--- config.mk ---
export PLATFORM = sky130hd
export DESIGN_NAME = mem_writeback
export DESIGN_NICKNAME = d
export VERILOG_FILES = /design/src/rtl/pipe_pkg.sv /design/src/rtl/load_align.sv /design/src/rtl/mem_writeback.sv
export SDC_FILE = /design/constraint.sdc
export NUM_CORES = 1
export LEC_CHECK = 0
export BUFFER_PORTS_ARGS = -buffer_cell sky130_fd_sc_hd__buf_4
export CORE_MARGIN = 2
export CORE_UTILIZATION = 43
export DETAILED_ROUTE_END_ITERATION = 12
export PLACE_DENSITY_LB_ADDON = 0.05
export SLEW_MARGIN = 20
export SYNTH_ARGS = -nofsm -noshare
export SYNTH_HDL_FRONTEND = slang
export SYNTH_SLANG_ARGS = --single-unit
--- constraint.sdc ---
create_clock -name clk -period 2.4 [get_ports clk]
set_clock_uncertainty 0.1 [all_clocks]
set_input_delay 0.48 -clock clk [delete_from_list [all_inputs] [get_ports clk]]
set_output_delay 0.48 -clock clk [all_outputs]
set_load 0.03 [all_outputs]
--- src/rtl/pipe_pkg.sv ---
// Shared pipeline definitions: funct3 encodings, writeback FSM states and the
// byte-enable / alignment helpers also used by the EX stage address logic.
package pipe_pkg;

    localparam logic [2:0] F3_LB  = 3'b000;
    localparam logic [2:0] F3_LH  = 3'b001;
    localparam logic [2:0] F3_LW  = 3'b010;
    localparam logic [2:0] F3_LBU = 3'b100;
    localparam logic [2:0] F3_LHU = 3'b101;
    localparam logic [2:0] F3_SB  = 3'b000;
    localparam logic [2:0] F3_SH  = 3'b001;
    localparam logic [2:0] F3_SW  = 3'b010;

    typedef enum logic [1:0] {
        S_IDLE,
        S_REQ,
        S_LOAD_WAIT
    } wb_state_e;

    // Stores have no unsigned variants, so 100/101 are no-ops for them as well.
    function automatic logic size_ok(input logic [2:0] f3, input logic is_store);
        case (f3)
            3'b000, 3'b001, 3'b010: size_ok = 1'b1;
            3'b100, 3'b101:         size_ok = !is_store;
            default:                size_ok = 1'b0;
        endcase
    endfunction

    function automatic logic is_misaligned(input logic [2:0] f3, input logic [1:0] off);
        case (f3[1:0])
            2'b01:   is_misaligned = off[0];
            2'b10:   is_misaligned = (off != 2'b00);
            default: is_misaligned = 1'b0;
        endcase
    endfunction

    function automatic logic [3:0] byte_en(input logic [2:0] f3, input logic [1:0] off);
        case (f3[1:0])
            2'b00:   byte_en = 4'b0001 << off;
            2'b01:   byte_en = 4'b0011 << off;
            default: byte_en = 4'b1111;
        endcase
    endfunction

    function automatic logic [31:0] store_rep(input logic [2:0] f3, input logic [31:0] data);
        case (f3[1:0])
            2'b00:   store_rep = {4{data[7:0]}};
            2'b01:   store_rep = {2{data[15:0]}};
            default: store_rep = data;
        endcase
    endfunction

endpackage

--- src/rtl/load_align.sv ---
// Load data alignment: picks the byte/half at the access offset out of the
// returned word and sign- or zero-extends it according to funct3.
module load_align
    import pipe_pkg::*;
(
    input  logic [31:0] rdata,
    input  logic [1:0]  offset,
    input  logic [2:0]  funct3,
    output logic [31:0] data
);

    logic [31:0] shifted;

    assign shifted = rdata >> {offset, 3'b000};

    always_comb begin
        case (funct3)
            F3_LB:   data = {{24{shifted[7]}}, shifted[7:0]};
            F3_LH:   data = {{16{shifted[15]}}, shifted[15:0]};
            F3_LBU:  data = {24'h0, shifted[7:0]};
            F3_LHU:  data = {16'h0, shifted[15:0]};
            default: data = rdata;
        endcase
    end

endmodule

--- src/rtl/mem_writeback.sv ---
// Writeback stage: ALU writeback, dmem load/store handshake and stall control.
// Optional dmem wait timeout with bus_error pulse when WB_TIMEOUT_EN is defined.
module mem_writeback
    import pipe_pkg::*;
#(
    parameter int unsigned TIMEOUT_CYCLES = 64
) (
    input  logic        clk,
    input  logic        reset,
    input  logic [31:0] wb_result,
    input  logic [31:0] wb_store_data,
    input  logic        wb_mem_write,
    input  logic        wb_mem_to_reg,
    input  logic        wb_alu_to_reg,
    input  logic [4:0]  wb_dest_reg_sel,
    input  logic        wb_branch_nxt,
    input  logic [1:0]  wb_read_address,
    input  logic [2:0]  mem_alu_operation,
    output logic        dmem_req,
    output logic        dmem_we,
    output logic [31:0] dmem_addr,
    output logic [31:0] dmem_wdata,
    output logic [3:0]  dmem_be,
    input  logic        dmem_ready,
    input  logic        dmem_rvalid,
    input  logic [31:0] dmem_rdata,
    output logic        rf_we,
    output logic [4:0]  rf_waddr,
    output logic [31:0] rf_wdata,
    output logic        stall_read,
    output logic        misaligned,
    output logic        bus_error
);

    wb_state_e   state;
    logic        skip;
    logic [4:0]  rd_q;
    logic [1:0]  off_q;
    logic [2:0]  f3_q;
    logic [31:0] load_data;
    logic        live, mem_op, idle_mem, mis, start, handshake, timeout;
    logic        unused_addr_lo;

    assign unused_addr_lo = ^wb_result[1:0];

    assign live      = reset && !wb_branch_nxt;
    assign mem_op    = wb_mem_write || wb_mem_to_reg;
    // skip masks the finished instruction still held on wb_* for one cycle
    // after a store acceptance or a timeout abort.
    assign idle_mem  = live && (state == S_IDLE) && !skip && mem_op &&
                       size_ok(mem_alu_operation, wb_mem_write);
    assign mis       = idle_mem && is_misaligned(mem_alu_operation, wb_read_address);
    assign start     = idle_mem && !mis;
    assign handshake = ((state == S_REQ) && dmem_ready) ||
                       ((state == S_LOAD_WAIT) && dmem_rvalid);

`ifdef WB_TIMEOUT_EN
    localparam int CW = ($clog2(TIMEOUT_CYCLES + 1) > 8) ? $clog2(TIMEOUT_CYCLES + 1) : 8;
    logic [CW-1:0] wait_cnt;

    assign timeout = (state != S_IDLE) && !handshake &&
                     (wait_cnt == CW'(TIMEOUT_CYCLES - 1));

    // Cleared while idle and on REQ->LOAD_WAIT, so each wait state counts from 0.
    always_ff @(posedge clk) begin
        if (!reset || state == S_IDLE || (state == S_REQ && dmem_ready))
            wait_cnt <= '0;
        else
            wait_cnt <= wait_cnt + 1'b1;
    end

    always_ff @(posedge clk) begin
        if (!reset) bus_error <= 1'b0;
        else        bus_error <= timeout;
    end
`else
    localparam int unsigned timeout_unused = TIMEOUT_CYCLES;
    assign timeout   = 1'b0;
    assign bus_error = 1'b0;
`endif

    load_align u_load_align (
        .rdata  (dmem_rdata),
        .offset (off_q),
        .funct3 (f3_q),
        .data   (load_data)
    );

    always_ff @(posedge clk) begin
        if (!reset) begin
            state      <= S_IDLE;
            skip       <= 1'b0;
            dmem_req   <= 1'b0;
            dmem_we    <= 1'b0;
            dmem_addr  <= '0;
            dmem_wdata <= '0;
            dmem_be    <= '0;
            rd_q       <= '0;
            off_q      <= '0;
            f3_q       <= '0;
        end else begin
            skip <= 1'b0;
            case (state)
                S_IDLE: begin
                    if (start) begin
                        state      <= S_REQ;
                        dmem_req   <= 1'b1;
                        dmem_we    <= wb_mem_write;
                        dmem_addr  <= {wb_result[31:2], 2'b00};
                        dmem_wdata <= wb_mem_write ? store_rep(mem_alu_operation, wb_store_data) : '0;
                        dmem_be    <= byte_en(mem_alu_operation, wb_read_address);
                        rd_q       <= wb_dest_reg_sel;
                        off_q      <= wb_read_address;
                        f3_q       <= mem_alu_operation;
                    end
                end
                S_REQ: begin
                    if (dmem_ready || timeout) begin
                        dmem_req   <= 1'b0;
                        dmem_we    <= 1'b0;
                        dmem_addr  <= '0;
                        dmem_wdata <= '0;
                        dmem_be    <= '0;
                        if (dmem_ready && !dmem_we) begin
                            state <= S_LOAD_WAIT;
                        end else begin
                            state <= S_IDLE;
                            skip  <= 1'b1;
                        end
                    end
                end
                S_LOAD_WAIT: begin
                    if (dmem_rvalid) begin
                        state <= S_IDLE;
                    end else if (timeout) begin
                        state <= S_IDLE;
                        skip  <= 1'b1;
                    end
                end
                default: state <= S_IDLE;
            endcase
        end
    end

    always_comb begin
        rf_we    = 1'b0;
        rf_waddr = '0;
        rf_wdata = '0;
        if (reset) begin
            if (state == S_LOAD_WAIT && dmem_rvalid && rd_q != 5'd0) begin
                rf_we    = 1'b1;
                rf_waddr = rd_q;
                rf_wdata = load_data;
            end else if (state == S_IDLE && live && wb_alu_to_reg && wb_dest_reg_sel != 5'd0) begin
                rf_we    = 1'b1;
                rf_waddr = wb_dest_reg_sel;
                rf_wdata = wb_result;
            end
        end
    end

    assign stall_read = reset && (start || (state == S_REQ) ||
                                  (state == S_LOAD_WAIT && !dmem_rvalid));
    assign misaligned = mis;

endmodule

Yosys cells after proc, flatten, opt, wreduce, memory -nomap -nowiden
Cells that the tools add are included.
W data, S select, Z words.
{"block": "op_classes", "eq_ne": 14, "n_shift": 3, "mux": 34, "n_reduce_logical": 37}
{"op": "$mux W32", "n": 7}
{"op": "$pmux W32 S2", "n": 3}
{"op": "$pmux W32 S4", "n": 1}
{"op": "$shr A32 B5 Y16", "n": 1}
{"op": "$pmux W4 S2", "n": 2}
{"op": "$mux W5", "n": 3}
{"op": "$logic_and A1 B1 Y1", "n": 14}
{"op": "$eq A3 B3 Y1 const B", "n": 4}
{"op": "$reduce_bool A5 Y1", "n": 2}
{"op": "$reduce_and A3 Y1", "n": 3}
{"op": "$mux W2", "n": 4}
{"op": "$mux W4", "n": 2}
{"op": "$pmux W1 S2", "n": 4}
{"op": "$mux W1", "n": 7}
{"op": "$eq A3 B1 Y1 const B", "n": 2}
{"op": "$logic_not A1 Y1", "n": 6}
{"op": "$logic_not A3 Y1", "n": 2}
{"op": "$ne A2 B2 Y1 const B", "n": 3}
{"op": "$pmux W2 S3", "n": 1}
{"op": "$eq A2 B1 Y1 const B", "n": 2}
{"op": "$eq A2 B2 Y1 const B", "n": 2}
{"op": "$logic_not A2 Y1", "n": 2}
{"op": "$reduce_bool A2 Y1", "n": 2}
{"op": "$shl A1 B2 Y4 const A", "n": 1}
{"op": "other kinds (6)", "n": 8}
{"block": "totals", "register_bits": 83, "in_bits": 114, "output_inout_bits": 111, "word_cells": 98}

Longest topological paths before layout
{"block": "logic_depth", "word_depth": 12, "depth_mapped": 9, "ltp_nobuf": 6}

Modules after synthesis
A second synthesis with hierarchy kept.
{"block": "unflattened", "hier_cells": 607, "area_unflattened_um2": 4799.6}
{"module": "mem_writeback", "n_inst": 1, "cells_per_inst": 501, "area_each_um2": 4107.7, "seq_area_each_um2": 1621.6}
{"module": "load_align", "n_inst": 1, "cells_per_inst": 106, "area_each_um2": 691.9, "seq_area_each_um2": 0.0}

Least setup slack after synthesis
Ideal clock, no wire load.
{"block": "synth_path", "kind": "input to output", "start": "input port wb_branch_nxt", "end": "output port rf_wdata[0]", "arrival_ns": 2.379, "required_time_ns": 1.820, "slack_ns": -0.559, "path_stages": 5, "n_path_buf": 1, "path_cell_list": "or4b_4 > a211oi_1 > o21ai_1 > buf_2 > a311oi_1"}
{"block": "synth_between", "elab_chain_cells": 8}
{"element": "from (decl)", "line": "mem_writeback.sv:16", "rtl": "input logic wb_branch_nxt,"}
{"element": "$logic_not A1 Y1", "line": "mem_writeback.sv:46", "rtl": "assign live = reset && !wb_branch_nxt;"}
{"element": "$logic_and A1 B1 Y1", "line": "mem_writeback.sv:46"}
{"element": "$logic_and A1 B1 Y1 (3 in a row)", "line": "mem_writeback.sv:154", "rtl": "end else if (state == S_IDLE && live && wb_alu_to_reg && wb_dest_reg_sel != 5'd0) begin"}
{"element": "$mux W32", "line": "mem_writeback.sv:154"}
{"element": "$mux W32", "line": "mem_writeback.sv:150", "rtl": "if (state == S_LOAD_WAIT && dmem_rvalid && rd_q != 5'd0) begin"}
{"element": "$mux W32", "line": "mem_writeback.sv:149", "rtl": "if (reset) begin"}
{"element": "to (decl)", "line": "mem_writeback.sv:29", "rtl": "output logic [31:0] rf_wdata,"}
Every way passes these cells.

Worst setup path after layout
{"block": "layout_path", "start": "register state[0]", "end": "output port rf_wdata[0]"}
{"block": "layout_between", "elab_chain_cells": 7, "word_cells_on_any_way": 10, "cone_classes": "1 x eq/ne; 3 x mux; 6 x reduce/logical"}
{"element": "from (decl)", "line": "mem_writeback.sv:35", "rtl": "wb_state_e state;"}
{"element": "from (signal assigned)", "line": "mem_writeback.sv:91", "rtl": "state <= S_IDLE;"}
{"element": "from (signal assigned)", "line": "mem_writeback.sv:106", "rtl": "state <= S_REQ;"}
{"element": "from (signal assigned)", "line": "mem_writeback.sv:125", "rtl": "state <= S_LOAD_WAIT;"}
{"element": "$logic_not A2 Y1", "line": "mem_writeback.sv:154"}
{"element": "$logic_and A1 B1 Y1 (3 in a row)", "line": "mem_writeback.sv:154"}
{"element": "$mux W32", "line": "mem_writeback.sv:154"}
{"element": "$mux W32 (*)", "line": "mem_writeback.sv:150"}
{"element": "$mux W32 (*)", "line": "mem_writeback.sv:149"}
Mark *: on every way between the ends. The rest lies on a longest branch, timed or not.

==> impl_metrics.py <==
metrics = {
    "sta": {
        "setup_viol": 40,
        "setup_ws_ns": -0.4473,
        "fin_crit_sh_pct": 118.6,
        "finalHoldViolations": 0,
        "rsz0062_at_grt": "true",
        "finalMaxSlewViolations": 0,
        "period_needed_ns": 2.847,
        "max_freq_mhz": 351.2,
    },
    "clocking": {
        "holdBufCountCts": 0,
        "cts.clk_slew.worst_paths_ns": 0.09,
        "root_buffer": "clkbuf_8",
        "cts_tree": "built",
        "cts_buffer_depth": 2,
        "clk_latency_ns": 0.37,
        "cts_sinks": 81,
        "htreeDepth": 3,
        "cts_made_buffers": 9,
    },
    "logic_synthesis": {
        "yosys_register_bits": 81,
        "netlist.area_leader.share_pct": 34.26,
        "netlist_instances": 574,
        "ys_types": 53,
        "yosysSeqAreaShare_pct": 34.26,
        "yosys.area.top_type": "dfxtp_1",
        "ys.flop_type": "dfxtp_1",
        "avgSynthCellArea_um2": 8.246,
        "postSynth.asyncResetShare_pct": 0,
        "yosys_warnings": 0,
        "netlist_area_mm2": 0.004733,
        "synth_edf_count": 0,
        "synthTopCellsByArea": "dfxtp_1 34%, mux2i_1 16%, nand2_1 9.5%",
        "synth.most_common_cell": "nand2_1",
        "synth_common_cells": "120 x nand2_1, 81 x dfxtp_1, 77 x mux2i_1",
    },
    "route": {
        "drtAntennaViolNets": 0,
        "vias_per_cell": 5.328,
        "vias": 5168,
        "routedWlPerCell_um": 17.03,
        "dr.pass1.iters": 5,
        "wl_um": 16520,
        "dr.first_iter.drc_count": 234,
        "drc": 0,
    },
    "grt": {
        "grt-ovfl-total": 0,
        "grt_max_degree": 51,
        "grt_pass1_wl_um": 25270,
        "grt_usage_pct": 27.41,
        "antenna_found_initial": 0,
        "grt_pass1_vias": 5017,
    },
    "cells_and_area": {
        "drive_above_1_share_pct": 44.10,
        "final_util_pct": 72.54,
        "nNetsFinal": 943,
        "syn_to_final_growth_pct": 65.40,
        "antenna_cells": 0,
        "final_cells": 970,
    },
    "placement": {
        "pre_cts_ws_ns": -0.3227,
        "routabilityCongestion": 0.8613,
        "dp_cells": 949,
        "hpwl_um": 12710,
        "placement.io_buffers": 221,
    },
    "floorplanning": {
        "io_pins": 225,
        "die_w_um": 108.9,
        "die_h_um": 108.9,
        "start_util_pct": 43.86,
        "num_rows": 38,
        "core_area_mm2": 0.01079,
        "die-area_mm2": 0.01186,
    },
    "setup_path": {
        "slowest_stage": "or4b_4",
        "regToRegSetupSlack_ns": 0.13,
        "cp.buffers_inverters": 2,
        "end_kind": "output pin",
        "worstSetupPathType": "reg2out",
        "cp_data_required_time_ns": 1.82,
        "crit_path_start_kind": "flip-flop",
        "path_cells": "or4b_4 > a211oi_4 > o21ai_4 > buf_4 > a311oi_4 > buf_6",
        "critical_path.top_delay_family": "compound AO/OA/AOI/OAI gates",
        "max_stage_delay_ns": 0.57,
        "cp_max_fo": 4,
        "cp_data_arrival_time_ns": 2.27,
    },
    "status": {
        "violations": "setup timing",
        "status": "complete, but fails checks",
    },
    "worst_hold_path": {
        "hold_path.class": "in2reg",
    },
    "flow_run": {
        "drv_cap": 0,
    },
    "pwr": {
        "power_mw": 3.140,
        "power.density_mw_per_mm2": 401.1,
        "p_leak_nw": 3.857,
        "vdd_drop_max_uv": 314.2,
    },
}
[metrics by stage]
step,instance area (µm²),TNS (ns),hold WS (ns)
after CTS,7755,-15.94,0.2310
final,7829,-14.47,0.2500
after floorplan,5199,-2.574,0.3457
after global placement,7348,-11.81,0.3466
after detailed placement,7348,-12.94,0.3499
after global routing,7829,-17.12,0.2454
[report_power, final]
part / switching (mW) / internal [mW] / total (mW)
Combinational: 0.422 / 0.373 / 0.796
Clock: 0.535 / 0.401 / 0.936
Sequential: 0.0264 / 1.38 / 1.41
Total: 0.984 / 2.16 / 3.14
[state kept, by name, indices dropped and copies added, names as in the netlist]
signal	cells
skip	1
dmem_be	4
dmem_addr	30
state	2
rd_q	5
dmem_we	1
dmem_wdata	32
dmem_req	1
f3_q	3
off_q	2
[layout by cell type, fill, tap and decap left out, drive strengths merged, types with 8 or more instances in the layout]
master	Yosys	layout
a211oi	10	10
clkbuf	30	12
a31oi	20	20
nor2	17	17
mux2i	77	77
nand3	18	18
a22o	24	24
inv	44	45
buf	21	289
o2bb2ai	14	14
nand2	120	120
nand3b	8	8
nand2b	9	9
a21o	9	9
dfxtp	81	81
[worst paths after layout]
check | start | to | cells past startpoint
min | wb_store_data[3] | dmem_wdata[3]$_SDFFE_PN0P_ | 2
max reg2reg | state[0]$_SDFFE_PN0P_ | dmem_addr[14]$_SDFFE_PN0P_ | 8
max | state[0]$_SDFFE_PN0P_ | rf_wdata[0] | 6
min reg2reg | dmem_wdata[9]$_SDFFE_PN0P_ | dmem_wdata[9]$_SDFFE_PN0P_ | 2
[worst reg2reg max path, delay by kind of cell, from the launching register on]
family	cells	cell delay, ns
buffers and inverters	4	0.82
AOI/OAI and AO/OA	1	0.14
DFF	1	0.32
and+or+nand+nor	2	0.65
muxes	1	0.14
[cells by family (layout without fill, tap and decap cells)]
logic type      Yosys count  in the layout  synth area share [%]
compound gates          123            123                 20.43
xor+xnor                  1              1                0.1851
fa+ha+maj                 3              3                0.7931
buf+inv                  95            349                 9.173
flops                    81             81                 34.26
mux                      80             80                 17.23
other cells               1              3               0.07923
simple gates            190            190                 17.84
[timing repair]
action,CTS,global route
pin swaps,7,1
setup buffers,2,3
resized for setup,51,12
setup endpoints to repair,40,41
gates cloned,1,0
[metal layers]
metal | vias to the layer above | part of all wire [%] | track usage (%) | wire [µm]
li1 | 2499 | - | - | -
met3 | 34 | 7.7 | 7.950 | 1275
met2 | 210 | 50 | 46.72 | 8194
met5 | - | 0 | 0 | 0
met4 | 0 | 3.1 | 11.17 | 509
met1 | 2425 | 40 | 32.15 | 6538
[final cells by class]
| cell class | count | area, µm² |
|---|---|---|
| timing repair buffer | 290 | 2459 |
| fill | 835 | 2964 |
| clock inverter | 4 | 28.78 |
| multi-input combinational | 400 | 3231 |
| inverter | 44 | 165.2 |
| clock buffer | 11 | 141.4 |
| tap | 140 | 175.2 |
| sequential | 81 | 1629 |
Power figures use the tool's default switching activity.
